`src/rtl/ifid_hazard_if.sv`:
```
// Hazard/redirect requests into the front-end sequencer and the stall/flush controls it returns.
// The count preload pair is a debug hook used to seed stall_cycle_count.
interface ifid_hazard_if;
    logic        load_use_hazard;
    logic        mem_busy;
    logic        mdu_busy;
    logic        branch_taken;
    logic        trap_taken;
    logic        cnt_load;
    logic [31:0] cnt_load_val;
    logic        ifid_stall;
    logic        ifid_flush;
    logic        pc_stall;
    logic        idex_bubble;
    logic        stall_timeout;
    logic [31:0] stall_cycle_count;

    modport slave (
        input  load_use_hazard, mem_busy, mdu_busy, branch_taken, trap_taken,
        input  cnt_load, cnt_load_val,
        output ifid_stall, ifid_flush, pc_stall, idex_bubble, stall_timeout, stall_cycle_count
    );

    modport master (
        output load_use_hazard, mem_busy, mdu_busy, branch_taken, trap_taken,
        output cnt_load, cnt_load_val,
        input  ifid_stall, ifid_flush, pc_stall, idex_bubble, stall_timeout, stall_cycle_count
    );
endinterface

```
`src/rtl/ifid_hazard_ctrl.sv`:
```
// Front-end stall/flush sequencer: merges load-use, busy and redirect requests into IF/ID, PC
// and ID/EX controls, with a multi-cycle redirect FSM, busy watchdog and stall-cycle counter.
module ifid_hazard_ctrl #(
    parameter int FLUSH_CYCLES = 1,
    parameter int MAX_STALL    = 255
) (
    input  logic            clk_i,
    input  logic            reset_n_i,
    ifid_hazard_if.slave    hz
);
    typedef enum logic [1:0] {RUN, BUSY, REDIRECT} state_t;

    localparam logic [3:0]  RD_LOAD  = 4'(FLUSH_CYCLES - 1);
    localparam logic [15:0] MAX_BUSY = 16'(MAX_STALL);

    state_t      state_q, state_d;
    logic [3:0]  rd_cnt_q, rd_cnt_d;
    logic [15:0] busy_cnt_q, busy_cnt_d;
    logic        timeout_q, timeout_d;
    logic [31:0] stall_cnt_q, stall_cnt_d;

    logic redirect, busy;
    logic ifid_stall, ifid_flush, pc_stall, idex_bubble;

    assign redirect = hz.trap_taken | hz.branch_taken;
    assign busy     = hz.mem_busy | hz.mdu_busy;

    always_ff @(posedge clk_i or negedge reset_n_i) begin
        if (!reset_n_i) begin
            state_q     <= RUN;
            rd_cnt_q    <= '0;
            busy_cnt_q  <= '0;
            timeout_q   <= 1'b0;
            stall_cnt_q <= '0;
        end else begin
            state_q     <= state_d;
            rd_cnt_q    <= rd_cnt_d;
            busy_cnt_q  <= busy_cnt_d;
            timeout_q   <= timeout_d;
            stall_cnt_q <= stall_cnt_d;
        end
    end

    always_comb begin
        state_d     = state_q;
        rd_cnt_d    = rd_cnt_q;
        busy_cnt_d  = busy_cnt_q;
        timeout_d   = timeout_q;
        ifid_stall  = 1'b0;
        ifid_flush  = 1'b0;
        pc_stall    = 1'b0;
        idex_bubble = 1'b0;

        if (redirect) begin
            // A redirect in any state restarts the flush sequence.
            ifid_flush = 1'b1;
            busy_cnt_d = '0;
            if (hz.trap_taken)
                timeout_d = 1'b0;
            if (FLUSH_CYCLES == 1) begin
                state_d = RUN;
            end else begin
                state_d  = REDIRECT;
                rd_cnt_d = RD_LOAD;
            end
        end else if (state_q == REDIRECT) begin
            ifid_flush = 1'b1;
            rd_cnt_d   = rd_cnt_q - 4'd1;
            if (rd_cnt_q == 4'd1)
                state_d = RUN;
        end else if (busy) begin
            // EX is frozen along with the front end, so no bubble even under load-use.
            ifid_stall = 1'b1;
            pc_stall   = 1'b1;
            state_d    = BUSY;
            if (busy_cnt_q < MAX_BUSY)
                busy_cnt_d = busy_cnt_q + 16'd1;
            if (busy_cnt_d == MAX_BUSY)
                timeout_d = 1'b1;
        end else begin
            state_d    = RUN;
            busy_cnt_d = '0;
            if (hz.load_use_hazard) begin
                ifid_stall  = 1'b1;
                pc_stall    = 1'b1;
                idex_bubble = 1'b1;
            end
        end

        if (hz.cnt_load)
            stall_cnt_d = hz.cnt_load_val;
        else if (ifid_stall)
            stall_cnt_d = stall_cnt_q + 32'd1;
        else
            stall_cnt_d = stall_cnt_q;
    end

    assign hz.ifid_stall        = ifid_stall;
    assign hz.ifid_flush        = ifid_flush;
    assign hz.pc_stall          = pc_stall;
    assign hz.idex_bubble       = idex_bubble;
    assign hz.stall_timeout     = timeout_q;
    assign hz.stall_cycle_count = stall_cnt_q;
endmodule

```
`src/flat_wrapper.sv`:
```
// flat-port wrapper written by rule: the top's interface ports become plain ports
module ifid_hazard_ctrl_flat 
#(
    parameter int FLUSH_CYCLES = 1,
    parameter int MAX_STALL    = 255
)
  (clk_i, reset_n_i, hz_load_use_hazard, hz_mem_busy, hz_mdu_busy, hz_branch_taken, hz_trap_taken, hz_cnt_load, hz_cnt_load_val, hz_ifid_stall, hz_ifid_flush, hz_pc_stall, hz_idex_bubble, hz_stall_timeout, hz_stall_cycle_count);
  ifid_hazard_if hz_i ();
  input  logic clk_i;
  input  logic reset_n_i;
  input wire logic [$bits(hz_i.load_use_hazard)-1:0] hz_load_use_hazard;
  input wire logic [$bits(hz_i.mem_busy)-1:0] hz_mem_busy;
  input wire logic [$bits(hz_i.mdu_busy)-1:0] hz_mdu_busy;
  input wire logic [$bits(hz_i.branch_taken)-1:0] hz_branch_taken;
  input wire logic [$bits(hz_i.trap_taken)-1:0] hz_trap_taken;
  input wire logic [$bits(hz_i.cnt_load)-1:0] hz_cnt_load;
  input wire logic [$bits(hz_i.cnt_load_val)-1:0] hz_cnt_load_val;
  output wire logic [$bits(hz_i.ifid_stall)-1:0] hz_ifid_stall;
  output wire logic [$bits(hz_i.ifid_flush)-1:0] hz_ifid_flush;
  output wire logic [$bits(hz_i.pc_stall)-1:0] hz_pc_stall;
  output wire logic [$bits(hz_i.idex_bubble)-1:0] hz_idex_bubble;
  output wire logic [$bits(hz_i.stall_timeout)-1:0] hz_stall_timeout;
  output wire logic [$bits(hz_i.stall_cycle_count)-1:0] hz_stall_cycle_count;
  assign hz_i.load_use_hazard = hz_load_use_hazard;
  assign hz_i.mem_busy = hz_mem_busy;
  assign hz_i.mdu_busy = hz_mdu_busy;
  assign hz_i.branch_taken = hz_branch_taken;
  assign hz_i.trap_taken = hz_trap_taken;
  assign hz_i.cnt_load = hz_cnt_load;
  assign hz_i.cnt_load_val = hz_cnt_load_val;
  assign hz_ifid_stall = hz_i.ifid_stall;
  assign hz_ifid_flush = hz_i.ifid_flush;
  assign hz_pc_stall = hz_i.pc_stall;
  assign hz_idex_bubble = hz_i.idex_bubble;
  assign hz_stall_timeout = hz_i.stall_timeout;
  assign hz_stall_cycle_count = hz_i.stall_cycle_count;
  ifid_hazard_ctrl #(.FLUSH_CYCLES(FLUSH_CYCLES), .MAX_STALL(MAX_STALL)) u_core (.clk_i(clk_i), .reset_n_i(reset_n_i), .hz(hz_i));
endmodule
```
`config.mk`:
```
export PLATFORM = sky130hd
export DESIGN_NAME = ifid_hazard_ctrl_flat
export DESIGN_NICKNAME = d
export VERILOG_FILES = /design/src/rtl/ifid_hazard_if.sv /design/src/rtl/ifid_hazard_ctrl.sv /design/src/flat_wrapper.sv
export SDC_FILE = /design/constraint.sdc
export NUM_CORES = 1
export LEC_CHECK = 0
export CAP_MARGIN = 20
export CORE_UTILIZATION = 55
export DETAILED_ROUTE_END_ITERATION = 12
export DONT_BUFFER_PORTS = 1
export PLACE_DENSITY = 0.75
export SYNTH_ARGS = -nofsm -noshare
export SYNTH_HDL_FRONTEND = slang
export SYNTH_SLANG_ARGS = --single-unit
```
`constraint.sdc`:
```
create_clock -name clk_i -period 3.1 [get_ports clk_i]
set_input_delay 0.31 -clock clk_i [delete_from_list [all_inputs] [get_ports clk_i]]
set_output_delay 0.31 -clock clk_i [all_outputs]
set_load 0.02 [all_outputs]
```
; ---- Word level (Yosys, flattened, before mapping)
; Index checks and enable logic that the tools add are counted.
[op_classes]
add_sub_neg = 3
order_cmp = 1
n_eq_ne = 6
n_mux = 27
n_bitwise = 3
n_reduce_logical = 5
[op_table]
columns = operator, count
row1 = 2-to-1 mux 16 bit, 7
row2 = 2-to-1 mux 32 bit, 2
row3 = adder 32 x 1 -> 32 bit (second input constant), 1
row4 = adder 16 x 1 -> 16 bit (second input constant), 1
row5 = == test 16 x 8 -> 1 bit (second input constant), 1
row6 = < comparator 16 x 8 -> 1 bit (second input constant), 1
row7 = 2-to-1 mux 1 bit, 15
row8 = 2-to-1 mux 2 bit, 3
row9 = nonzero test 2 bit, 3
row10 = == test 4 x 1 -> 1 bit (second input constant), 1
row11 = AND reduction 4 bit, 1
row12 = subtractor 4 x 1 -> 4 bit (second input constant), 1
row13 = inequality test 3 x 2 -> 1 bit (second input constant), 1
row14 = == test 2 bit (second input constant), 1
row15 = inequality test 2 x 1 -> 1 bit (second input constant), 1
row16 = inequality test 2 bit (second input constant), 1
row17 = OR 1 bit, 2
row18 = AND reduction 2 bit, 1
row19 = NOT 1 bit, 1
[word_totals]
regBits = 55
inputBits = 40
out_inout_bits = 37
wordCells = 50

; ---- Longest topological paths before layout
[depth]
ltp_word = 10
depth_mapped = 7
mapped_depth_nobuf = 6

; ---- Least setup slack after synthesis
; OpenSTA, ideal clock, no wires.
[synth_path]
path_kind = reg2reg
startpoint = register u_core.stall_cnt_q[2], in the netlist u_core.hz.stall_cycle_count[2]
endpoint = register u_core.stall_cnt_q[29], in the netlist u_core.hz.stall_cycle_count[29]
setup_time_ns = 0.125
arrival_ns = 1.800
required_ns = 2.975
setup_slack_ns = 1.175
stages_incl_launch_ff = 7
path_buffers = 1
period_less_slack_ns = 1.925
path_cell_list = dfrtp_1 > nand3_1 > or4_4 > buf_6 > nor4_2 > xor2_1 > mux2_2
[synth_via]
elab_chain_cells = 3
[synth_lines]
columns = item, line
row1 = "start, declared", ifid_hazard_ctrl.sv:20  ; logic [31:0] stall_cnt_q, stall_cnt_d;
row2 = "start signal, assigned", ifid_hazard_ctrl.sv:40  ; stall_cnt_q <= stall_cnt_d;
row3 = adder 32 x 1 -> 32 bit, ifid_hazard_ctrl.sv:93  ; stall_cnt_d = stall_cnt_q + 32'd1;
row4 = 2-to-1 mux 32 bit, ifid_hazard_ctrl.sv:92  ; else if (ifid_stall)
row5 = 2-to-1 mux 32 bit, ifid_hazard_ctrl.sv:90  ; if (hz.cnt_load)
; No other way between the ends. The select of a mux whose other input is x is not followed.
; A chain may end at the register's enable or synchronous reset.

; ---- Final worst setup path
[layout_path]
startpoint = register u_core.stall_cnt_q[0], in the netlist u_core.hz.stall_cycle_count[0]
endpoint = register u_core.stall_cnt_q[30], in the netlist u_core.hz.stall_cycle_count[30]
; The elaborated chain is that of the path after synthesis.

==> summary.md <==
| Metric | Value |
|---|---|
| Outcome | `finished, final reports clean` |
| Crit path launch type | `flip-flop` |
| Vias in the first global route | `1875` |
| R2R depth | `5` |
| CP peak stage delay | `520 ps` |
| RR Startpoint | `u_core.hz.stall_cycle_count[0]` |
| Multi-input logic area | `1403 um2` |
| CTS Sinks | `49` |
| Flops & latches, synth | `49` |
| Cell Area, Synth | `2748 um2` |
| Post-synth top area cell | `dfrtp_1` |
| WS Path Type | `reg -> reg` |
| DR DRC count | `0` |
| Gpl congestion | `0.8551` |
| CP Data Required Time | `3280 ps` |
| Max Slew Vio Count | `0` |
| Die Area | `5282 um2` |
| Fmax | `0.4675 GHz` |
| Synth cell types | `45` |
| Pre-CTS WS | `987.3 ps` |
| EDFF count, synth | `0` |
| Mean post-synth cell area | `9.314 um2` |
| Post-CTS Setup Bufs | `0` |
| Clk buf depth | `2` |
| Area grow syn2layout | `4.872%` |
| Worst path top cell family by delay | `simple AND/OR/NAND/NOR gates` |
| Initial Util | `0.5779` |
| Final min period | `2139 ps` |
| Clock Skews | `8.923 ps` |
| Worst slew pin tran | `746.7 ps` |
| Vias/cell | `5.699` |
| Total vias in the final route | `2029` |
| Final setup margin | `960.8 ps` |
| Arrival @ worst endpoint | `2320 ps` |
| Hold Path Stages | `1` |
| WL/cell | `15.36 um` |
| VDD IR max | `0.2870 mV` |
| Nets | `331` |
| Synth area leaders | `dfrtp_1 (45%), xnor2_1 (8.0%), nand2_1 (5.9%)` |
| Chip width | `72.68 um` |
| Slew HR | `0.4976` |
| Hold Slack | `102.0 ps` |
| Maximum fanout along the worst path | `13` |
| Post-Syn Nets | `337` |
| Post-DRT Antenna Nets | `0` |
| Ys Warns | `0` |
| Crit-path cells | `ha_1, nand4b_1, nor4_1, xnor2_1, o21ai_0` |
| Setup tns final | `0 ps` |
| Reg-to-reg critical path endpoint | `u_core.hz.stall_cycle_count[30]` |
| Final count of hold timing violations | `0` |
| Core footprint | `4755 um2` |
| Share of layout cells above drive strength 1 | `0.08304` |
| RSZ-0062 raised after global routing | `no` |
| CTS buffer count | `5` |
| Port buffer count | `0` |
| CTS H-tree depth | `2` |
| Max-Cap Viols | `0` |
| Die H | `72.68 um` |
| Total Routing Usage GR | `0.2208` |
| Register area share after synthesis | `0.4463` |
| Pwr per Cell Area | `444.2 nW/um2` |
| Total gr overflow | `0` |
| Setup-failing EPs final | `0` |
| Worst setup EP type | `flip-flop` |
| Worst-path clk slew | `90 ps` |
| Fillcell total | `431` |
| Iter 0 DRT Violations | `126` |
| Min-delay src | `hz_cnt_load` |
| Total Wirelength | `5468 um` |
| HPWL Detailed | `3871 um` |
| Drt pass-1 iters | `4` |
| Most numerous cell in the Yosys netlist | `dfrtp_1` |
| Post-CTS Resized | `0` |
| Reg-to-reg setup timing slack | `960 ps` |
| Post-synthesis cell count | `295` |
| Final non-filler cell total | `356` |
| Buffers plus inverters on the worst setup path | `0` |
| Hold buffer count at CTS | `2` |
| Row count | `25` |
| Async set-reset flop share out of synthesis | `1.000` |
| TritonCTS clock tree | `yes` |
| N_diodes | `0` |
| Final period utilization | `0.6901` |
| Area fraction of the dominant cell type after synthesis | `0.4463` |
| WP depth | `5` |
| Most instantiated cells after synthesis | `dfrtp_1 (49), nand2_1 (43), o21ai_0 (27)` |
| I/O pin cnt | `77` |
| Critical-path top delay cell | `dfrtp_1` |
| Hold Crit Class | `in -> reg` |
| FF/Latch Area | `1226 um2` |
| Initial antenna violation count | `0` |
| Static leakage | `0.001163 uW` |
| Clock Root Buffer | `clkbuf_8` |
| Largest net degree at the start of global routing | `62` |
| Placed insts | `347` |
| Main synth FF type | `dfrtp_1` |
| Hold Path End | `u_core.hz.stall_cycle_count[27]` |
| Skew-Pair Late Insertion Delay | `300 ps` |
| First-pass GRT wire length | `8907 um` |
-- where the power goes --
group	internal, uW	switching [uW]	total [uW]	leakage [uW]
clock network	177	210	386	0.0000433
registers	677	106	783	0.000625
logic	52.9	57.3	110	0.000495
-- area by class of cell --
class,count,share of cell area
Clock buffer,6,0.02866
Clock inverter,1,0.002605
Inverter,7,0.009119
Multi-Input combinational cell,222,0.4868
Sequential cell,49,0.4255
Tap cell,67,0.02909
Timing Repair Buffer,4,0.01824
-- layout by cell type (no fill, tap or decap), types with 3 or more instances in the layout --
cell,count
a31oi_1,5
and2_1,11
and3_1,7
and4_1,3
clkbuf_8,6
dfrtp_1,49
inv_1,7
nand2_1,43
nand2b_1,3
nand3_1,11
nand4_1,9
nor2_1,13
nor3_1,10
nor4_1,9
nor4_2,6
o21ai_0,27
o21ai_1,6
xnor2_1,25
xor2_1,9
-- routing by layer --
| layer | vias to the layer above | global-route usage | wire (um) |
|---|---|---|---|
| li1 | 1020 | - | - |
| met1 | 936 | 0.2952 | 2548 |
| met2 | 69 | 0.3375 | 2458 |
| met3 | 4 | 0.07873 | 418 |
| met4 | 0 | 0.06754 | 42 |
| met5 | - | 0 | 0 |
-- worst max path at each step --
stage                                        start                               to
floorplan           u_core.hz.stall_cycle_count[2]  u_core.hz.stall_cycle_count[29]
global placement    u_core.hz.stall_cycle_count[0]  u_core.hz.stall_cycle_count[30]
detailed placement  u_core.hz.stall_cycle_count[0]  u_core.hz.stall_cycle_count[30]
CTS                 u_core.hz.stall_cycle_count[0]  u_core.hz.stall_cycle_count[30]
global route        u_core.hz.stall_cycle_count[0]  u_core.hz.stall_cycle_count[30]
finish              u_core.hz.stall_cycle_count[0]  u_core.hz.stall_cycle_count[30]
-- cells by family after synthesis --
group / count (synthesis) / synth area share
and+or+nand+nor: 137 / 0.2801
DFF: 49 / 0.4463
AOI/OAI and AO/OA: 46 / 0.09973
xor gates and xnor gates: 34 / 0.1084
buffers and inverters: 24 / 0.04508
muxes: 3 / 0.01138
adders and majority gates: 2 / 0.009106
-- metrics by stage --
step / area [um2] / power (uW) / utilization
after floorplan: 2748 / 871.8 / -
after global placement: 2754 / 885.4 / 0.5792
after detailed placement: 2754 / 890.0 / 0.5792
after CTS: 2882 / 1287 / 0.6061
after global routing: 2882 / 1335 / 0.6061
final: 2882 / 1280 / 0.6061
-- state kept, by name (all words and copies together), names as in the netlist --
signal	flops
u_core.hz.stall_cycle_count	32
u_core.busy_cnt_q	16
u_core.hz.stall_timeout	1
Note: power is estimated with default switching activity, not from simulation.
